File: src/rtl/matrix_mac_engine_pkg.sv
// matrix_mac_engine_pkg: Q-format constants, round/saturate helper and latched op type
package matrix_mac_engine_pkg;

    localparam int DATA_WIDTH = 16;
    localparam int FRAC_BITS  = 8;
    localparam int RS_W       = 64;

    localparam logic signed [DATA_WIDTH-1:0] FP_ZERO    = '0;
    localparam logic signed [DATA_WIDTH-1:0] FP_MAX_POS = {1'b0, {(DATA_WIDTH-1){1'b1}}};
    localparam logic signed [DATA_WIDTH-1:0] FP_MIN_NEG = {1'b1, {(DATA_WIDTH-1){1'b0}}};
    localparam logic signed [RS_W-1:0]       RND_HALF   = RS_W'(1) << (FRAC_BITS - 1);

    typedef struct packed {
        logic trans_b;
        logic acc;
        logic neg;
    } mac_op_t;

    function automatic logic [DATA_WIDTH:0] fp_round_sat(input logic signed [RS_W-1:0] acc);
        logic signed [RS_W-1:0] r;
        r = (acc + RND_HALF) >>> FRAC_BITS;
        return r > RS_W'(FP_MAX_POS) ? {1'b1, FP_MAX_POS}
             : r < RS_W'(FP_MIN_NEG) ? {1'b1, FP_MIN_NEG}
             : {1'b0, r[DATA_WIDTH-1:0]};
    endfunction

endpackage

File: src/rtl/matrix_mac_engine_if.sv
// matrix_mac_engine_if: command/operand/result bundle; sat_count exists only with `MATRIX_MAC_SAT_COUNT_EN
interface matrix_mac_engine_if
    import matrix_mac_engine_pkg::*;
#(
    parameter int N = 4,
    parameter int M = 4,
    parameter int P = 4
);
    logic start, op_trans_b, op_acc, op_neg;
    logic busy, done, sat_flag;
    logic [N*M-1:0][DATA_WIDTH-1:0] matrix_a;
    logic [M*P-1:0][DATA_WIDTH-1:0] matrix_b;
    logic [N*P-1:0][DATA_WIDTH-1:0] matrix_c_in;
    logic [N*P-1:0][DATA_WIDTH-1:0] matrix_c;
`ifdef MATRIX_MAC_SAT_COUNT_EN
    logic [$clog2(N*P+1)-1:0] sat_count;
    modport master (output start, op_trans_b, op_acc, op_neg, matrix_a, matrix_b, matrix_c_in,
                    input busy, done, sat_flag, matrix_c, sat_count);
    modport slave  (input start, op_trans_b, op_acc, op_neg, matrix_a, matrix_b, matrix_c_in,
                    output busy, done, sat_flag, matrix_c, sat_count);
`else
    modport master (output start, op_trans_b, op_acc, op_neg, matrix_a, matrix_b, matrix_c_in,
                    input busy, done, sat_flag, matrix_c);
    modport slave  (input start, op_trans_b, op_acc, op_neg, matrix_a, matrix_b, matrix_c_in,
                    output busy, done, sat_flag, matrix_c);
`endif
endinterface

File: src/rtl/matrix_mac_engine_mac_lane.sv
// mac_lane: one output column MAC with clear/preload, +/- accumulate and round/saturate
module mac_lane
    import matrix_mac_engine_pkg::*;
#(
    parameter int M = 4
) (
    input  logic                         clk,
    input  logic                         rst,
    input  logic                         clr_i,
    input  logic                         pre_en_i,
    input  logic                         en_i,
    input  logic                         neg_i,
    input  logic signed [DATA_WIDTH-1:0] pre_i,
    input  logic signed [DATA_WIDTH-1:0] a_i,
    input  logic signed [DATA_WIDTH-1:0] b_i,
    output logic signed [DATA_WIDTH-1:0] res_o,
    output logic                         sat_o
);
    localparam int AW = 2 * DATA_WIDTH + $clog2(M) + 1;

    logic signed [AW-1:0] acc_q, acc_d, prod;

    // next accumulator value and rounded/saturated view of the current one
    always_comb begin
        prod = AW'(a_i) * AW'(b_i);
        acc_d = clr_i ? (pre_en_i ? AW'(pre_i) <<< FRAC_BITS : '0)
              : en_i ? (neg_i ? acc_q - prod : acc_q + prod) : acc_q;
        {sat_o, res_o} = fp_round_sat(RS_W'(acc_q));
    end

    // accumulator register
    always_ff @(posedge clk) begin
        if (rst) acc_q <= '0;
        else acc_q <= acc_d;
    end

endmodule

File: src/rtl/matrix_mac_engine.sv
// matrix_mac_engine: fixed-point GEMM C = sat(Cin*acc +/- A*op(B)) over LANES columns at a time; `MATRIX_MAC_SAT_COUNT_EN adds sat_count
module matrix_mac_engine
    import matrix_mac_engine_pkg::*;
#(
    parameter int N     = 4,
    parameter int M     = 4,
    parameter int P     = 4,
    parameter int LANES = 2
) (
    input logic                clk,
    input logic                rst,
    matrix_mac_engine_if.slave bus
);
    localparam int G  = (P + LANES - 1) / LANES;
    localparam int RW = $clog2(N + 1);
    localparam int GW = $clog2(G + 1);
    localparam int KW = $clog2(M + 1);

    localparam logic [2:0] S_IDLE  = 3'd0;
    localparam logic [2:0] S_LOAD  = 3'd1;
    localparam logic [2:0] S_MAC   = 3'd2;
    localparam logic [2:0] S_WRITE = 3'd3;
    localparam logic [2:0] S_DONE  = 3'd4;

    logic [2:0]                     state_q, state_d;
    logic [RW-1:0]                  row_q;
    logic [GW-1:0]                  grp_q;
    logic [KW-1:0]                  k_q;
    logic                           busy_q, done_q, sat_q, sat_any;
    logic                           last_grp, last_row, accept;
    mac_op_t                        op_q;
    logic [N*P-1:0][DATA_WIDTH-1:0] c_q;
    logic [DATA_WIDTH-1:0]          a_l;
    logic [DATA_WIDTH-1:0]          b_l   [LANES];
    logic [DATA_WIDTH-1:0]          pre_l [LANES];
    logic [DATA_WIDTH-1:0]          res_l [LANES];
    logic                           vld_l [LANES];
    logic                           sat_l [LANES];
    int                             idx_l [LANES];

    assign accept   = state_q == S_IDLE && bus.start;
    assign last_grp = grp_q == GW'(G - 1);
    assign last_row = row_q == RW'(N - 1);

    // operand selection per lane; out-of-range columns are clamped for reading and masked for writing
    always_comb begin
        a_l = bus.matrix_a[int'(row_q) * M + int'(k_q)];
        for (int l = 0; l < LANES; l++) begin
            automatic int col = int'(grp_q) * LANES + l;
            automatic int cc  = (col < P) ? col : P - 1;
            vld_l[l] = col < P;
            idx_l[l] = int'(row_q) * P + cc;
            b_l[l]   = op_q.trans_b ? bus.matrix_b[cc * M + int'(k_q)] : bus.matrix_b[int'(k_q) * P + cc];
            pre_l[l] = bus.matrix_c_in[idx_l[l]];
        end
    end

    // any unmasked lane saturating in this group
    always_comb begin
        sat_any = 1'b0;
        for (int l = 0; l < LANES; l++) sat_any = sat_any | (vld_l[l] & sat_l[l]);
    end

    // FSM: one LOAD, M MAC cycles and one WRITE per column group
    always_comb begin
        state_d = state_q == S_IDLE  ? (bus.start ? S_LOAD : S_IDLE)
                : state_q == S_LOAD  ? S_MAC
                : state_q == S_MAC   ? (k_q == KW'(M - 1) ? S_WRITE : S_MAC)
                : state_q == S_WRITE ? (last_grp && last_row ? S_DONE : S_LOAD)
                : S_IDLE;
    end

    for (genvar i = 0; i < LANES; i++) begin : g_lane
        mac_lane #(.M(M)) u_lane (
            .clk     (clk),
            .rst     (rst),
            .clr_i   (state_q == S_LOAD),
            .pre_en_i(op_q.acc),
            .en_i    (state_q == S_MAC),
            .neg_i   (op_q.neg),
            .pre_i   (pre_l[i]),
            .a_i     (a_l),
            .b_i     (b_l[i]),
            .res_o   (res_l[i]),
            .sat_o   (sat_l[i])
        );
    end

    // state, counters, latched op, result store and status flags
    always_ff @(posedge clk) begin
        if (rst) begin
            state_q <= S_IDLE;
            row_q   <= '0;
            grp_q   <= '0;
            k_q     <= '0;
            busy_q  <= 1'b0;
            done_q  <= 1'b0;
            sat_q   <= 1'b0;
            op_q    <= '0;
            c_q     <= {(N*P){FP_ZERO}};
        end else begin
            state_q <= state_d;
            done_q  <= state_q == S_DONE;
            if (accept) begin
                op_q   <= '{trans_b: bus.op_trans_b, acc: bus.op_acc, neg: bus.op_neg};
                busy_q <= 1'b1;
                sat_q  <= 1'b0;
                row_q  <= '0;
                grp_q  <= '0;
            end
            if (state_q == S_LOAD) k_q <= '0;
            if (state_q == S_MAC) k_q <= k_q + KW'(1);
            if (state_q == S_WRITE) begin
                grp_q <= last_grp ? '0 : grp_q + GW'(1);
                row_q <= last_grp ? row_q + RW'(1) : row_q;
                sat_q <= sat_q | sat_any;
                for (int l = 0; l < LANES; l++)
                    if (vld_l[l]) c_q[idx_l[l]] <= res_l[l];
            end
            if (state_q == S_DONE) busy_q <= 1'b0;
        end
    end

    assign bus.busy     = busy_q;
    assign bus.done     = done_q;
    assign bus.sat_flag = sat_q;
    assign bus.matrix_c = c_q;

`ifdef MATRIX_MAC_SAT_COUNT_EN
    localparam int CW = $clog2(N * P + 1);
    logic [CW-1:0] cnt_q, sat_add;

    // number of unmasked lanes saturating in this group
    always_comb begin
        sat_add = '0;
        for (int l = 0; l < LANES; l++) sat_add = sat_add + CW'(vld_l[l] & sat_l[l]);
    end

    // saturated-element counter for the current op
    always_ff @(posedge clk) begin
        if (rst || accept) cnt_q <= '0;
        else if (state_q == S_WRITE) cnt_q <= cnt_q + sat_add;
    end

    assign bus.sat_count = cnt_q;
`endif

endmodule
File: src/flat_wrapper.sv
// flat-port wrapper written by rule: the top's interface ports become plain ports
module matrix_mac_engine_flat import matrix_mac_engine_pkg::*;
#(
    parameter int N     = 4,
    parameter int M     = 4,
    parameter int P     = 4,
    parameter int LANES = 2
)
  (clk, rst, bus_start, bus_op_trans_b, bus_op_acc, bus_op_neg, bus_matrix_a, bus_matrix_b, bus_matrix_c_in, bus_busy, bus_done, bus_sat_flag, bus_matrix_c);
  matrix_mac_engine_if #(.N(N), .M(M), .P(P)) bus_i ();
  input logic clk;
  input logic rst;
  input wire logic [$bits(bus_i.start)-1:0] bus_start;
  input wire logic [$bits(bus_i.op_trans_b)-1:0] bus_op_trans_b;
  input wire logic [$bits(bus_i.op_acc)-1:0] bus_op_acc;
  input wire logic [$bits(bus_i.op_neg)-1:0] bus_op_neg;
  input wire logic [$bits(bus_i.matrix_a)-1:0] bus_matrix_a;
  input wire logic [$bits(bus_i.matrix_b)-1:0] bus_matrix_b;
  input wire logic [$bits(bus_i.matrix_c_in)-1:0] bus_matrix_c_in;
  output wire logic [$bits(bus_i.busy)-1:0] bus_busy;
  output wire logic [$bits(bus_i.done)-1:0] bus_done;
  output wire logic [$bits(bus_i.sat_flag)-1:0] bus_sat_flag;
  output wire logic [$bits(bus_i.matrix_c)-1:0] bus_matrix_c;
  assign bus_i.start = bus_start;
  assign bus_i.op_trans_b = bus_op_trans_b;
  assign bus_i.op_acc = bus_op_acc;
  assign bus_i.op_neg = bus_op_neg;
  assign bus_i.matrix_a = bus_matrix_a;
  assign bus_i.matrix_b = bus_matrix_b;
  assign bus_i.matrix_c_in = bus_matrix_c_in;
  assign bus_busy = bus_i.busy;
  assign bus_done = bus_i.done;
  assign bus_sat_flag = bus_i.sat_flag;
  assign bus_matrix_c = bus_i.matrix_c;
  matrix_mac_engine #(.N(N), .M(M), .P(P), .LANES(LANES)) u_core (.clk(clk), .rst(rst), .bus(bus_i));
endmodule
File: config.mk
export PLATFORM = sky130hd
export DESIGN_NAME = matrix_mac_engine_flat
export DESIGN_NICKNAME = d
export VERILOG_FILES = /design/src/rtl/matrix_mac_engine_pkg.sv /design/src/rtl/matrix_mac_engine_if.sv /design/src/rtl/matrix_mac_engine_mac_lane.sv /design/src/rtl/matrix_mac_engine.sv /design/src/flat_wrapper.sv
export SDC_FILE = /design/constraint.sdc
export NUM_CORES = 2
export LEC_CHECK = 0
export ABC_AREA = 1
export CORE_AREA = 5 5 400 402
export DETAILED_ROUTE_END_ITERATION = 8
export DIE_AREA = 0 0 405 407
export SLEW_MARGIN = 10
export SYNTH_ARGS = -nofsm -noshare
export SYNTH_HDL_FRONTEND = slang
export SYNTH_HIERARCHICAL = 1
export SYNTH_SLANG_ARGS = --single-unit
export TNS_END_PERCENT = 10
File: constraint.sdc
create_clock -name clk -period 10 [get_ports clk]
set_clock_uncertainty 0.05 [all_clocks]
set_input_delay 2 -clock clk [delete_from_list [all_inputs] [get_ports clk]]
set_output_delay 2 -clock clk [all_outputs]
set_load 0.01 [all_outputs]
==> summary.md <==
The netlist uses 58 different library cells. The tools report the max-capacitance violation count as 0. The net count of the mapped netlist is 9,999. The post-synthesis instance total is 8,455, and the transition time at the pin with the least slew margin is 1206 ps.

At the later pin of the worst-skew pair, clock insertion delay measures 590 ps. The final critical-path setup slack was -426.2 ps; the number of optimization iterations in the first detailed-route pass was 6. STA puts the critical path data required time at 10,470 ps.

The maximum cell stage delay along the critical path is 550 ps, and the total half-perimeter wirelength after legalization and detailed placement is 242,500 microns. Setup violations remaining at the end of the flow were counted as 36. For this run the aggregate overflow at the end of global routing stands at 0. Total die area: 0.1648 sq mm. In the layout the commonest cells are sky130_fd_sc_hd__nand2_1 (2,047), sky130_fd_sc_hd__inv_1 (1,461), sky130_fd_sc_hd__clkdlybuf4s50_1 (997), sky130_fd_sc_hd__buf_4 (933), sky130_fd_sc_hd__nor2_1 (714). Final critical-path share of the clock period: 104.3%. Clock-pin slew was measured on the worst setup and hold paths at 60 ps. The overall die width was 405 microns. By area the synthesized netlist is led by sky130_fd_sc_hd__fa_1 (20%), sky130_fd_sc_hd__nand2_1 (15%), sky130_fd_sc_hd__dfxtp_1 (13%). The run finished, with violations left. The worst hold path was traced through 2 stages. The logs give 0.07729 sq mm for the post-route cell area and 10,890 ps for the data arrival time of the critical path.

The synthesized design contains 0 enable-type register cells. The tools report the worst slew margin relative to its limit as 18.75%. TritonCTS built the clock tree.

Commonest non-fill, non-tap cell in the layout: sky130_fd_sc_hd__nand2_1. The initial antenna violation count is 56, and the final weighted congestion in routability-driven placement is 0.9934. After synthesis, flip-flops and latches occupy 12.92% of the total area. Wires add up to 290,900 microns. The overall die height came out at 407 microns.

The filler cell count came out at 15,850. The largest fanout on the critical path works out to 11. The tools report the number of CTS-inserted buffers as 39. The critical path class was input port to register. The number of global-route vias before repair was 61,830. The number of buffers on the longest clock path is 3, and the highest achievable clock rate is 95.91 MHz. The clock sink count was 343. During placement, the flow inserted port buffers numbering 1,032. The net count of the finished layout is 11,670. For the overall fraction of global-route tracks in use, the log shows 33.91%.

The capturing element type of the critical path was a register. Ratio of cells with drive above 1 in the final layout: 17.58%. The path class of the tightest hold or removal check is register to register. In the final routed layout, each cell accounts on average for 23.75 microns. The tools report the initial detailed-routing violation count as 6,257.

In this run the count of I/O pins placed on the die edge is 1,033. The synthesized netlist occupies a cell area of 0.05313 sq mm. Including well taps, the total number of placed cells is 12,100. For this run, asynchronously set or reset flops after synthesis account for 0%.

The cell at the root of the clock tree is sky130_fd_sc_hd__clkbuf_16. The kind of launch point of the worst setup path was an input port. The biggest area contributor in the post-synthesis netlist is sky130_fd_sc_hd__fa_1. The area growth from synthesis to layout is 45.49%. The initialized floorplan defines 145 standard-cell rows. After floorplanning, the core was sized to cover 0.1557 sq mm. Counting stages on the worst path, the most repeated cell is sky130_fd_sc_hd__nand2_1. Post-synthesis average cell area: 6.284 sq um.

The logs give 34.13% for the initial core utilization and 2 for the H-tree depth. Before CTS, the worst setup slack after placement is -1535 ps. Area share of the largest cell type after synthesis: 19.82%.

The number of failing hold endpoints at the final stage was 0. The checks that failed: negative setup slack. Count of yosys warnings during synthesis: 6. After routing, the total negative slack on setup checks comes to -7653 ps. In the routed design, unresolved DRC markers number 0. The first global-routing pass estimated 417,100 microns of wire.

After detailed placement, the total cell area comes to 0.07278 sq mm. Using the TritonRoute via totals, the vias-per-cell ratio works out to 5.199. The slowest stage of the critical path is the sky130_fd_sc_hd__fa_1 cell. After synthesis the netlist holds a flip-flop and latch count of 343.

The worst path in the final design needs a cycle of 10,430 ps, including I/O delays and setup. The count of vias placed by the detailed router is 63,670, and the post-route non-filler standard cell count is 12,250. For the worst flop-to-flop path, the logic depth is 51. Setup repair after global routing could not meet its margin everywhere. Entering global routing, the biggest net connects 120 pins. For this run, the leading register cell type out of synthesis is sky130_fd_sc_hd__dfxtp_1.

For the final max-slew violation count, the log shows 0. The final antenna-violating net count was 0.
## metal layers
| layer | share of wire [%] | up-vias | global-route usage, % |
|---|---|---|---|
| li1 | - | 29790 | - |
| met1 | 43 | 30740 | 46.32 |
| met2 | 44 | 2722 | 53.96 |
| met3 | 8.9 | 405 | 7.167 |
| met4 | 3.4 | 18 | 10.14 |
| met5 | 0.041 | - | 0 |
## worst max-delay path, delay by kind of cell
kind,cells,cell delay (ps)
compound gates,4,660
xor+xnor,2,380
fa+ha+maj,8,3190
buf+inv,14,1940
simple gates,24,2700
## layout make-up
| class | instances | area [sq um] | area share [%] |
|---|---|---|---|
| diodes | 31 | 77.57 | 0.1004 |
| clock buffers | 54 | 1114 | 1.441 |
| clock inverters | 16 | 192.7 | 0.2493 |
| inverters | 1525 | 5751 | 7.440 |
| multi-input cells | 6141 | 41250 | 53.36 |
| flip-flops and latches | 343 | 6883 | 8.905 |
| well taps | 2058 | 2575 | 3.331 |
| repair buffers | 2079 | 19460 | 25.17 |
## cell families (layout without fill, tap and decap cells)
family	Yosys count	after routing	synth area share [%]
AO/OA/AOI/OAI	1265	1265	13.45
XOR/XNOR	134	134	2.266
adder cells (fa/ha/maj)	770	770	25.57
buffers and inverters	1971	3674	14.40
flip-flops	343	343	12.92
other	0	31	0
AND/OR/NAND/NOR	3972	3972	31.39
## per-stage QoR
step | utilization [%] | hold WS [ps]
CTS | 48.95 | 398.5
finish | 49.66 | 396.9
detailed placement | 46.75 | 388.3
global route | 49.64 | 417.8
floorplan | - | 386.9
global placement | 46.75 | 385.2
## synthesized netlist by cell type (10+ instances only)
| master | instances |
|---|---|
| sky130_fd_sc_hd__a22oi_1 | 49 |
| sky130_fd_sc_hd__o211ai_1 | 164 |
| sky130_fd_sc_hd__xor2_1 | 90 |
| sky130_fd_sc_hd__nand4_1 | 85 |
| sky130_fd_sc_hd__nand2_1 | 2186 |
| sky130_fd_sc_hd__dfxtp_1 | 343 |
| sky130_fd_sc_hd__a21oi_1 | 336 |
| sky130_fd_sc_hd__a31oi_1 | 67 |
| sky130_fd_sc_hd__xnor2_1 | 40 |
| sky130_fd_sc_hd__o21ai_1 | 40 |
| sky130_fd_sc_hd__nor2_1 | 814 |
| sky130_fd_sc_hd__o22ai_1 | 28 |
| sky130_fd_sc_hd__buf_2 | 115 |
| sky130_fd_sc_hd__a211oi_1 | 10 |
| sky130_fd_sc_hd__nand2_2 | 13 |
| sky130_fd_sc_hd__nand3_1 | 671 |
| sky130_fd_sc_hd__ha_1 | 244 |
| sky130_fd_sc_hd__buf_1 | 34 |
| sky130_fd_sc_hd__clkbuf_1 | 273 |
| sky130_fd_sc_hd__or2_2 | 63 |
| sky130_fd_sc_hd__nor2_2 | 14 |
| sky130_fd_sc_hd__o21ai_0 | 520 |
| sky130_fd_sc_hd__fa_1 | 526 |
| sky130_fd_sc_hd__inv_2 | 13 |
| sky130_fd_sc_hd__buf_4 | 16 |
| sky130_fd_sc_hd__nor4_1 | 20 |
| sky130_fd_sc_hd__a21o_1 | 15 |
| sky130_fd_sc_hd__o21a_1 | 17 |
| sky130_fd_sc_hd__nor3_1 | 51 |
| sky130_fd_sc_hd__inv_1 | 1508 |
## what timing repair did
action,CTS,global route
endpoints found under the hold margin,0,0
resized for setup,478,228
pin swaps,144,101
hold buffers,0,0
setup buffers,26,17
gates cloned,2,2
setup endpoints to repair,45,46
## worst paths after layout
path,from,to,slack (ps)
setup / recovery,bus_matrix_a[193],u_core/g_lane[0].u_lane/acc_q[31],-430
hold / removal,u_core/bus.matrix_c[182],u_core/bus.matrix_c[182],400
setup reg to reg,u_core/k_q[0],u_core/g_lane[0].u_lane/acc_q[31],300
hold reg to reg,u_core/bus.matrix_c[182],u_core/bus.matrix_c[182],400
Power is not shown: default switching activity piles up to over one toggle a cycle in this logic, so the estimate is an artifact.
